### config.mk
export PLATFORM = sky130hd
export DESIGN_NAME = dcache_port_arbiter
export DESIGN_NICKNAME = d
export VERILOG_FILES = /design/src/rtl/dcache_port_arbiter_pkg.sv /design/src/rtl/dcache_port_arbiter.sv
export SDC_FILE = /design/constraint.sdc
export NUM_CORES = 1
export LEC_CHECK = 0
export ABC_AREA = 1
export CAP_MARGIN = 10
export CORE_MARGIN = 2
export CORE_UTILIZATION = 35
export CTS_CLUSTER_DIAMETER = 50
export DETAILED_ROUTE_END_ITERATION = 10
export DONT_BUFFER_PORTS = 1
export GPL_TIMING_DRIVEN = 0
export MAX_ROUTING_LAYER = met4
export PLACE_DENSITY = 0.46
export RECOVER_POWER = 50
export SETUP_SLACK_MARGIN = 0.02
export SYNTH_ARGS = -nofsm -noshare
export SYNTH_HDL_FRONTEND = slang
export SYNTH_SLANG_ARGS = --single-unit
### constraint.sdc
create_clock -name clock -period 2.4 [get_ports clock]
set_input_delay 0.48 -clock clock [delete_from_list [all_inputs] [get_ports clock]]
set_output_delay 0.48 -clock clock [all_outputs]
set_load 0.03 [all_outputs]
### src/rtl/dcache_port_arbiter_pkg.sv
// Shared types for the D-cache port arbiter: address/data types, arbiter
// states and the request payload that is latched while a cache op is in flight.
package dcache_port_arbiter_pkg;

    typedef logic [31:0] ADDR;
    typedef logic [31:0] DATA;
    typedef logic [1:0]  MEM_SIZE;

    localparam int DCACHE_STARVE_LIMIT = 4;

    typedef enum logic [1:0] {
        IDLE     = 2'd0,
        LOCK_ST  = 2'd1,
        LOCK_LD  = 2'd2,
        DRAIN_LD = 2'd3
    } DCACHE_ARB_STATE;

    typedef struct packed {
        logic    we;
        ADDR     addr;
        DATA     wdata;
        MEM_SIZE size;
    } DCACHE_PORT_REQ;

    function automatic DCACHE_PORT_REQ make_port_req(
        input logic    we,
        input ADDR     addr,
        input DATA     wdata,
        input MEM_SIZE size
    );
        DCACHE_PORT_REQ r;
        r.we    = we;
        r.addr  = addr;
        r.wdata = wdata;
        r.size  = size;
        return r;
    endfunction

endpackage

### src/rtl/dcache_port_arbiter.sv
// Arbitrates the single D-cache port between committed stores and loads.
// The port stays owned from grant until the cache responds; flush drains loads.
module dcache_port_arbiter
    import dcache_port_arbiter_pkg::*;
#(
    parameter int STARVE_LIMIT = DCACHE_STARVE_LIMIT,
    parameter int CNT_W        = $clog2(STARVE_LIMIT + 1)
) (
    input  logic             clock,
    input  logic             reset,
    input  logic             st_req_i,
    input  logic [31:0]      st_addr_i,
    input  logic [31:0]      st_data_i,
    input  logic [1:0]       st_size_i,
    output logic             st_resp_o,
    input  logic             ld_req_i,
    input  logic [31:0]      ld_addr_i,
    input  logic [1:0]       ld_size_i,
    output logic             ld_resp_o,
    output logic [31:0]      ld_data_o,
    input  logic             flush_i,
    output logic             cache_req_o,
    output logic             cache_we_o,
    output logic [31:0]      cache_addr_o,
    output logic [31:0]      cache_wdata_o,
    output logic [1:0]       cache_size_o,
    input  logic             cache_resp_i,
    input  logic [31:0]      cache_rdata_i,
    output logic             busy_o,
    output logic [CNT_W-1:0] starve_cnt_o
);

    DCACHE_ARB_STATE state_r, state_next_s;
    DCACHE_PORT_REQ  lat_r;
    DCACHE_PORT_REQ  port_s;
    logic [CNT_W-1:0] starve_cnt_r, starve_cnt_next_s;
    logic store_win_s, load_win_s, starve_at_limit_s;
    logic latch_en_s, store_owns_s;
    logic st_resp_s, ld_resp_s, cache_req_s;

    assign starve_at_limit_s = (starve_cnt_r == CNT_W'(STARVE_LIMIT));

    // IDLE winner selection: loads win unless absent, flushed, or the store has starved
    always_comb begin
        store_win_s = 1'b0;
        load_win_s  = 1'b0;
        if (state_r == IDLE) begin
            store_win_s = st_req_i && (!ld_req_i || flush_i || starve_at_limit_s);
            load_win_s  = !store_win_s && ld_req_i && !flush_i;
        end else begin
            store_win_s = 1'b0;
            load_win_s  = 1'b0;
        end
    end

    // Next-state logic; a response in a locked state never chains into a new grant
    always_comb begin
        state_next_s = state_r;
        case (state_r)
            IDLE: begin
                if (store_win_s && !cache_resp_i) begin
                    state_next_s = LOCK_ST;
                end else if (load_win_s && !cache_resp_i) begin
                    state_next_s = LOCK_LD;
                end else begin
                    state_next_s = IDLE;
                end
            end
            LOCK_ST: begin
                if (cache_resp_i) begin
                    state_next_s = IDLE;
                end else begin
                    state_next_s = LOCK_ST;
                end
            end
            LOCK_LD: begin
                if (cache_resp_i) begin
                    state_next_s = IDLE;
                end else if (flush_i) begin
                    state_next_s = DRAIN_LD;
                end else begin
                    state_next_s = LOCK_LD;
                end
            end
            DRAIN_LD: begin
                if (cache_resp_i) begin
                    state_next_s = IDLE;
                end else begin
                    state_next_s = DRAIN_LD;
                end
            end
            default: state_next_s = IDLE;
        endcase
    end

    // Output logic: IDLE forwards the winner's payload, locked states replay the latch
    always_comb begin
        port_s      = '0;
        cache_req_s = 1'b0;
        st_resp_s   = 1'b0;
        ld_resp_s   = 1'b0;
        case (state_r)
            IDLE: begin
                if (store_win_s) begin
                    port_s      = make_port_req(1'b1, st_addr_i, st_data_i, st_size_i);
                    cache_req_s = 1'b1;
                    st_resp_s   = cache_resp_i;
                end else if (load_win_s) begin
                    port_s      = make_port_req(1'b0, ld_addr_i, 32'h0000_0000, ld_size_i);
                    cache_req_s = 1'b1;
                    ld_resp_s   = cache_resp_i;
                end else begin
                    port_s      = '0;
                    cache_req_s = 1'b0;
                end
            end
            LOCK_ST: begin
                port_s      = lat_r;
                cache_req_s = 1'b1;
                st_resp_s   = cache_resp_i;
            end
            LOCK_LD: begin
                port_s      = lat_r;
                cache_req_s = 1'b1;
                ld_resp_s   = cache_resp_i && !flush_i;
            end
            DRAIN_LD: begin
                port_s      = lat_r;
                cache_req_s = 1'b1;
            end
            default: begin
                port_s      = '0;
                cache_req_s = 1'b0;
            end
        endcase
    end

    assign latch_en_s   = (store_win_s || load_win_s) && !cache_resp_i;
    assign store_owns_s = store_win_s || (state_r == LOCK_ST);

    // Starvation counter: a pending store that does not hold the port ages, saturating
    always_comb begin
        starve_cnt_next_s = starve_cnt_r;
        if (!st_req_i || store_owns_s) begin
            starve_cnt_next_s = '0;
        end else if (!starve_at_limit_s) begin
            starve_cnt_next_s = starve_cnt_r + CNT_W'(1);
        end else begin
            starve_cnt_next_s = starve_cnt_r;
        end
    end

    // State, payload latch and starvation counter registers
    always_ff @(posedge clock) begin
        if (reset) begin
            state_r      <= IDLE;
            lat_r        <= '0;
            starve_cnt_r <= '0;
        end else begin
            state_r      <= state_next_s;
            starve_cnt_r <= starve_cnt_next_s;
            if (latch_en_s) begin
                lat_r <= port_s;
            end
        end
    end

    // Port drive; reset silences everything because the cache is reset in the same cycle
    always_comb begin
        if (reset) begin
            cache_req_o   = 1'b0;
            cache_we_o    = 1'b0;
            cache_addr_o  = 32'h0000_0000;
            cache_wdata_o = 32'h0000_0000;
            cache_size_o  = 2'b00;
            st_resp_o     = 1'b0;
            ld_resp_o     = 1'b0;
            ld_data_o     = 32'h0000_0000;
            busy_o        = 1'b0;
            starve_cnt_o  = '0;
        end else begin
            cache_req_o   = cache_req_s;
            cache_we_o    = port_s.we;
            cache_addr_o  = port_s.addr;
            cache_wdata_o = port_s.wdata;
            cache_size_o  = port_s.size;
            st_resp_o     = st_resp_s;
            ld_resp_o     = ld_resp_s;
            ld_data_o     = ld_resp_s ? cache_rdata_i : 32'h0000_0000;
            busy_o        = (state_r != IDLE);
            starve_cnt_o  = starve_cnt_r;
        end
    end

endmodule

Word level (Yosys, flattened, before mapping)
Index checks and enable logic that the tools add are counted.
{"block": "op_classes", "eq_ne": 4, "add_sub_neg": 1, "n_mux": 31, "reduce_logical": 21}
{"operator": "$pmux 67 s2", "count": 1}
{"operator": "$mux 32", "count": 4}
{"operator": "$mux 67", "count": 1}
{"operator": "$mux 66", "count": 1}
{"operator": "$mux 1", "count": 14}
{"operator": "$mux 2", "count": 5}
{"operator": "$pmux 2 s4", "count": 1}
{"operator": "$logic_and 1x1->1", "count": 7}
{"operator": "$pmux 1 s2", "count": 3}
{"operator": "$logic_not 1->1", "count": 5}
{"operator": "$logic_or 1x1->1", "count": 5}
{"operator": "$eq 2x2->1 const B", "count": 2}
{"operator": "$add 3x1->3 const B", "count": 1}
{"operator": "$eq 3x3->1 const B", "count": 1}
{"operator": "$mux 3", "count": 1}
{"operator": "$reduce_or 3->1", "count": 1}
{"operator": "$eq 2x1->1 const B", "count": 1}
{"operator": "$logic_not 2->1", "count": 1}
{"operator": "$reduce_bool 2->1", "count": 1}
{"operator": "$reduce_or 2->1", "count": 1}
{"block": "totals", "output_inout_bits": 106, "word_cells": 63, "in_bits": 138, "ff_bits": 72}

Depth between registers and ports, before layout
{"block": "depth", "word_depth": 13, "depth_mapped": 12, "ltp_nobuf": 10}

Least setup slack after synthesis
Ideal clock, no wire load.
{"block": "synth_path", "kind": "register to output", "start": "reg starve_cnt_r[0]", "end": "out ld_data_o[22]", "stages_incl_launch_ff": 11, "slack_ps": -42, "required_time_ps": 1920, "t_arrival_ps": 1962, "n_path_buf": 1, "path_cell_list": "dfxtp_1 inv_1 ha_1 nand2_1 nand3_2 nand2_1 nand2_1 o21ai_1 nand2_1 buf_2 nor2_1"}
{"block": "synth_between", "elab_chain_len": 12, "word_cells_on_any_way": 13, "classes_between": "eq/ne: 1; mux: 7; reduce/logical: 5"}
{"item": "start, declared", "line_no": "dcache_port_arbiter.sv:36", "rtl": "logic [CNT_W-1:0] starve_cnt_r, starve_cnt_next_s;"}
{"item": "start signal, assigned", "line_no": "dcache_port_arbiter.sv:161", "rtl": "starve_cnt_r <= starve_cnt_next_s;"}
{"item": "$eq 3x3->1 (*)", "line_no": "dcache_port_arbiter.sv:41", "rtl": "assign starve_at_limit_s = (starve_cnt_r == CNT_W'(STARVE_LIMIT));"}
{"item": "$logic_or 1x1->1 (*)", "line_no": "dcache_port_arbiter.sv:48", "rtl": "store_win_s = st_req_i && (!ld_req_i || flush_i || starve_at_limit_s);"}
{"item": "$logic_and 1x1->1 (*)", "line_no": "dcache_port_arbiter.sv:48"}
{"item": "$logic_not 1->1", "line_no": "dcache_port_arbiter.sv:49", "rtl": "load_win_s = !store_win_s && ld_req_i && !flush_i;"}
{"item": "$logic_and 1x1->1 (2 in series)", "line_no": "dcache_port_arbiter.sv:49"}
{"item": "$mux 1", "line_no": "dcache_port_arbiter.sv:47", "rtl": "if (state_r == IDLE) begin"}
{"item": "$mux 1", "line_no": "dcache_port_arbiter.sv:108", "rtl": "end else if (load_win_s) begin"}
{"item": "$mux 1 (*)", "line_no": "dcache_port_arbiter.sv:104", "rtl": "if (store_win_s) begin"}
{"item": "$pmux 1 s2 (*)", "line_no": "dcache_port_arbiter.sv:102", "rtl": "case (state_r)"}
{"item": "$mux 32 (*)", "line_no": "dcache_port_arbiter.sv:189", "rtl": "ld_data_o = ld_resp_s ? cache_rdata_i : 32'h0000_0000;"}
{"item": "$mux 32 (*)", "line_no": "dcache_port_arbiter.sv:170", "rtl": "if (reset) begin"}
{"item": "end, declared", "line_no": "dcache_port_arbiter.sv:20", "rtl": "output logic [31:0] ld_data_o,"}
Mark *: on every way between the ends. The rest lies on a longest branch, timed or not.

Worst setup path in the final report
{"block": "layout_path", "start": "reg starve_cnt_r[0]", "end": "out st_resp_o"}
{"block": "layout_between", "elab_chain_len": 7}
{"item": "$eq 3x3->1", "line_no": "dcache_port_arbiter.sv:41"}
{"item": "$logic_or 1x1->1", "line_no": "dcache_port_arbiter.sv:48"}
{"item": "$logic_and 1x1->1", "line_no": "dcache_port_arbiter.sv:48"}
{"item": "$mux 1", "line_no": "dcache_port_arbiter.sv:47"}
{"item": "$mux 1", "line_no": "dcache_port_arbiter.sv:104"}
{"item": "$pmux 1 s2", "line_no": "dcache_port_arbiter.sv:102"}
{"item": "$mux 1", "line_no": "dcache_port_arbiter.sv:170"}
{"item": "end, declared", "line_no": "dcache_port_arbiter.sv:15", "rtl": "output logic st_resp_o,"}
Every way passes these cells.

==> impl_results.md <==
* Peak VDD IR at between 0.2 and 0.3 mV
* Main combinational cell family by area after synthesis: simple AND/OR/NAND/NOR gates
* CP dominant cell by count: nand3_4
* Vias in the first global route at around 5,400
* Crit Path Max Fanout at 4
* Drt initial violations at 214
* WL/cell at between 10 and 15 um
* Max Clk Rate at about 0.4 GHz
* Clk root buf: clkbuf_16
* Synth Instances at between 900 and 1,000
* CTS tree: done
* Worst Clk Skew at about 0.006 ns
* Relative slew slack at between 20% and 30%
* Worst path cell trace: inv_2, ha_4, nand2_4, nand3_4, buf_12, nand3_4, buf_8, buf_6, a211oi_4
* Slew @ Worst Pin at between 1 and 1.5 ns
* Max Cap Viol at 0
* Initial antenna violation count at 0
* Grt peak-use layer: met2
* Mean Syn Cell Area at ~5.4 um^2
* Die X at 124.0 um
* Core area at 13,990 um^2
* Mapped Area at slightly above 5000 um^2
* Slowest-stage cell, CP: a211oi_4
* Via Count at 5,854
* Synth-to-Final Area Change at 49.99%
* Synthesis warning total at 0
* CP Launch Type: flip-flop
* Worst-path clk slew at 0.06 ns
* Main flop type after synthesis: dfxtp_1
* Syn_nets at about 1,100
* PwrDens at between 500 and 600 nW/um^2
* Leakage at approximately 3.9 nW
* Initial Util at a little over a third
* Tmin final at 2.512 ns
* Gr ovfl total at 0
* Yosys reg bits at between 70 and 80
* Layout fillers at around 1,400
* TritonCTS buffer count at 9
* Post-synth EDFFs at 0
* Worst R2R Setup Slack at approximately 0.010 ns
* Hold_ws at roughly 0.35 ns
* Final setup violation count at 75
* Critical Path RT at between 1.5 and 2 ns
* Adder-cell area share of the yosys netlist at less than 1%
* N_diodes at 0
* Die area at 15,390 um^2
* Critical Path Max Stage Delay at 0.46 ns
* Hold Vio Cnt, Final at 0
* Global-route wire length before repair at around 27,000 um
* Worst Slack Setup Final at -0.1117 ns
* Nets at about 1,200
* Post-Synth Simple-Gate Area at roughly 45%
* PortBufs at 0
* Row cnt at 43
* Placed cell count at 1,119
* Arrival time worst endpoint at about 2.0 ns
* Final Routed Wirelength at 17,960 um
* Synth Area in XOR/XNOR at less than 1%
* RSZ-0062 raised after global routing: yes
* WS Path Type: reg -> out
* Asr flop ratio synth at 0%
* # IOs at 244
* CP top delay family: buffers and inverters
* Total negative slack at -2.181 ns
* Vias/cell at between 4 and 5
* Hold-fix buffers, CTS at 0
* Critical path buffers and inverters at 4
* Sequential share of the synthesized area at 28.58%
* Overall power at about 4 mW
* Gpl congestion at a little under 0.8
* Mux share of post-synthesis cell area at 0%
* H-tree levels at 3
* Met1 global-route usage at between 20% and 30%
* First-pass detailed-route iteration total at 4
* Period utilization at 104.7%
* GRT Total Usage at a little under a quarter
* Largest net degree at the start of global routing at 12
* Routed Antenna Nets at 0
* Netlist cell types at 23
* DRC viols at 0
* Die extent in y at 124.0 um
* Clock tree buffer depth at 2
* DP Area at 5274 um^2
* Final HPWL DP at 11,590 um
* Share of the synthesized area in compound gates (AO/OA/AOI/OAI) at 4.317%
* Status: finished with violations
* Worst skew pair latency at ~0.34 ns
* Final Non-Filler Cells at approximately 1,200
* GR Util met3 at 3.846%
* Share of cells above drive strength 1 at between 30 and 40%
* CTS Sinks at a little over 70
* Final Max Tran Viols at 0
* Class of the worst hold path: in -> reg
* Met2 usage at 38.42%
* Final instance area at 7565 um^2
* Setup crit end kind: output pin
* Violated checks: negative setup slack
logic make-up after synthesis:
family                     count (synthesis)
buffers and inverters                    265
xor gates and xnor gates                   2
AOI/OAI and AO/OA                         43
and+or+nand+nor                          555
adders and majority gates                  2
DFF                                       72
stage by stage:
step | util (%) | worst slack [ns]
detailed placement | 37.70 | -0.6093
floorplan | - | -0.04163
global placement | 37.70 | -0.5830
finish | 54.08 | -0.1117
CTS | 49.96 | -0.1296
global route | 54.08 | -0.1911
layout make-up:
type | instances | area [um^2] | share of cell area [%]
well taps | 180 | 225.2 | 2.977
clock buffers | 13 | 260.3 | 3.440
inverters | 207 | 824.5 | 10.90
repair buffers | 80 | 793.3 | 10.49
flip-flops and latches | 72 | 1445 | 19.10
plain buffers | 57 | 444.2 | 5.872
clock inverters | 3 | 40.04 | 0.5293
multi-input cells | 603 | 3532 | 46.69
power breakdown:
part,internal (mW),total [mW],switching (mW)
Clock,0.859,1.38,0.525
Combinational,0.477,1.30,0.827
Sequential,1.30,1.34,0.0493
path summary, 6_finish.rpt:
| check | from | end | depth (start not counted) |
|---|---|---|---|
| worst max-delay path | starve_cnt_r[0]$_SDFFE_PP0N_ | st_resp_o | 9 |
| worst min register to register | lat_r[66]$_SDFFE_PP0P_ | lat_r[66]$_SDFFE_PP0P_ | 2 |
| worst max register to register | starve_cnt_r[0]$_SDFFE_PP0N_ | lat_r[46]$_SDFFE_PP0P_ | 18 |
| worst min-delay path | cache_resp_i | lat_r[66]$_SDFFE_PP0P_ | 2 |
routing by layer:
metal  up-vias  part of all wire [%]
li1       2950                     -
met1      2691                    42
met2       186                    50
met3        27                   5.4
met4         0                   1.9
met5         -                     0
cells in the final DEF (no fill, tap or decap), drive strengths merged:
| master | instances |
|---|---|
| nand2 | 243 |
| inv | 206 |
| nor2 | 205 |
| buf | 104 |
| nand3 | 73 |
| dfxtp | 72 |
| clkbuf | 46 |
| nand4 | 35 |
| o21ai | 35 |
| a21oi | 7 |
| clkinv | 3 |
| ha | 2 |
| a211oi | 1 |
| xor2 | 1 |
| xnor2 | 1 |
| bufinv | 1 |
synthesized netlist by cell type (2+ instances only):
cell,n,area share [%]
nand2_1,242,18
inv_1,204,15
nor2_1,203,15
dfxtp_1,72,29
nand3_1,70,6.9
nand4_1,35,4.3
clkbuf_1,29,2.2
o21ai_0,18,1.8
buf_2,17,1.7
o21ai_1,17,1.7
a21oi_1,7,0.69
buf_4,6,0.89
buf_1,4,0.30
buf_6,2,0.45
ha_1,2,0.50
inv_2,2,0.15
nand3_2,2,0.40
nor2_4,2,0.45
registers in the layout (all words and copies together), names as in the netlist:
name and count:
lat_r 67, state_r 2, starve_cnt_r 3
what timing repair did:
action / CTS / global route
cloned: 4 / 4
gates resized for setup: 317 / 83
endpoints found under the setup margin: 102 / 104
pin swaps: 65 / 66
buffers inserted: 45 / 28
No activity file was read; power rests on OpenSTA's default activity.
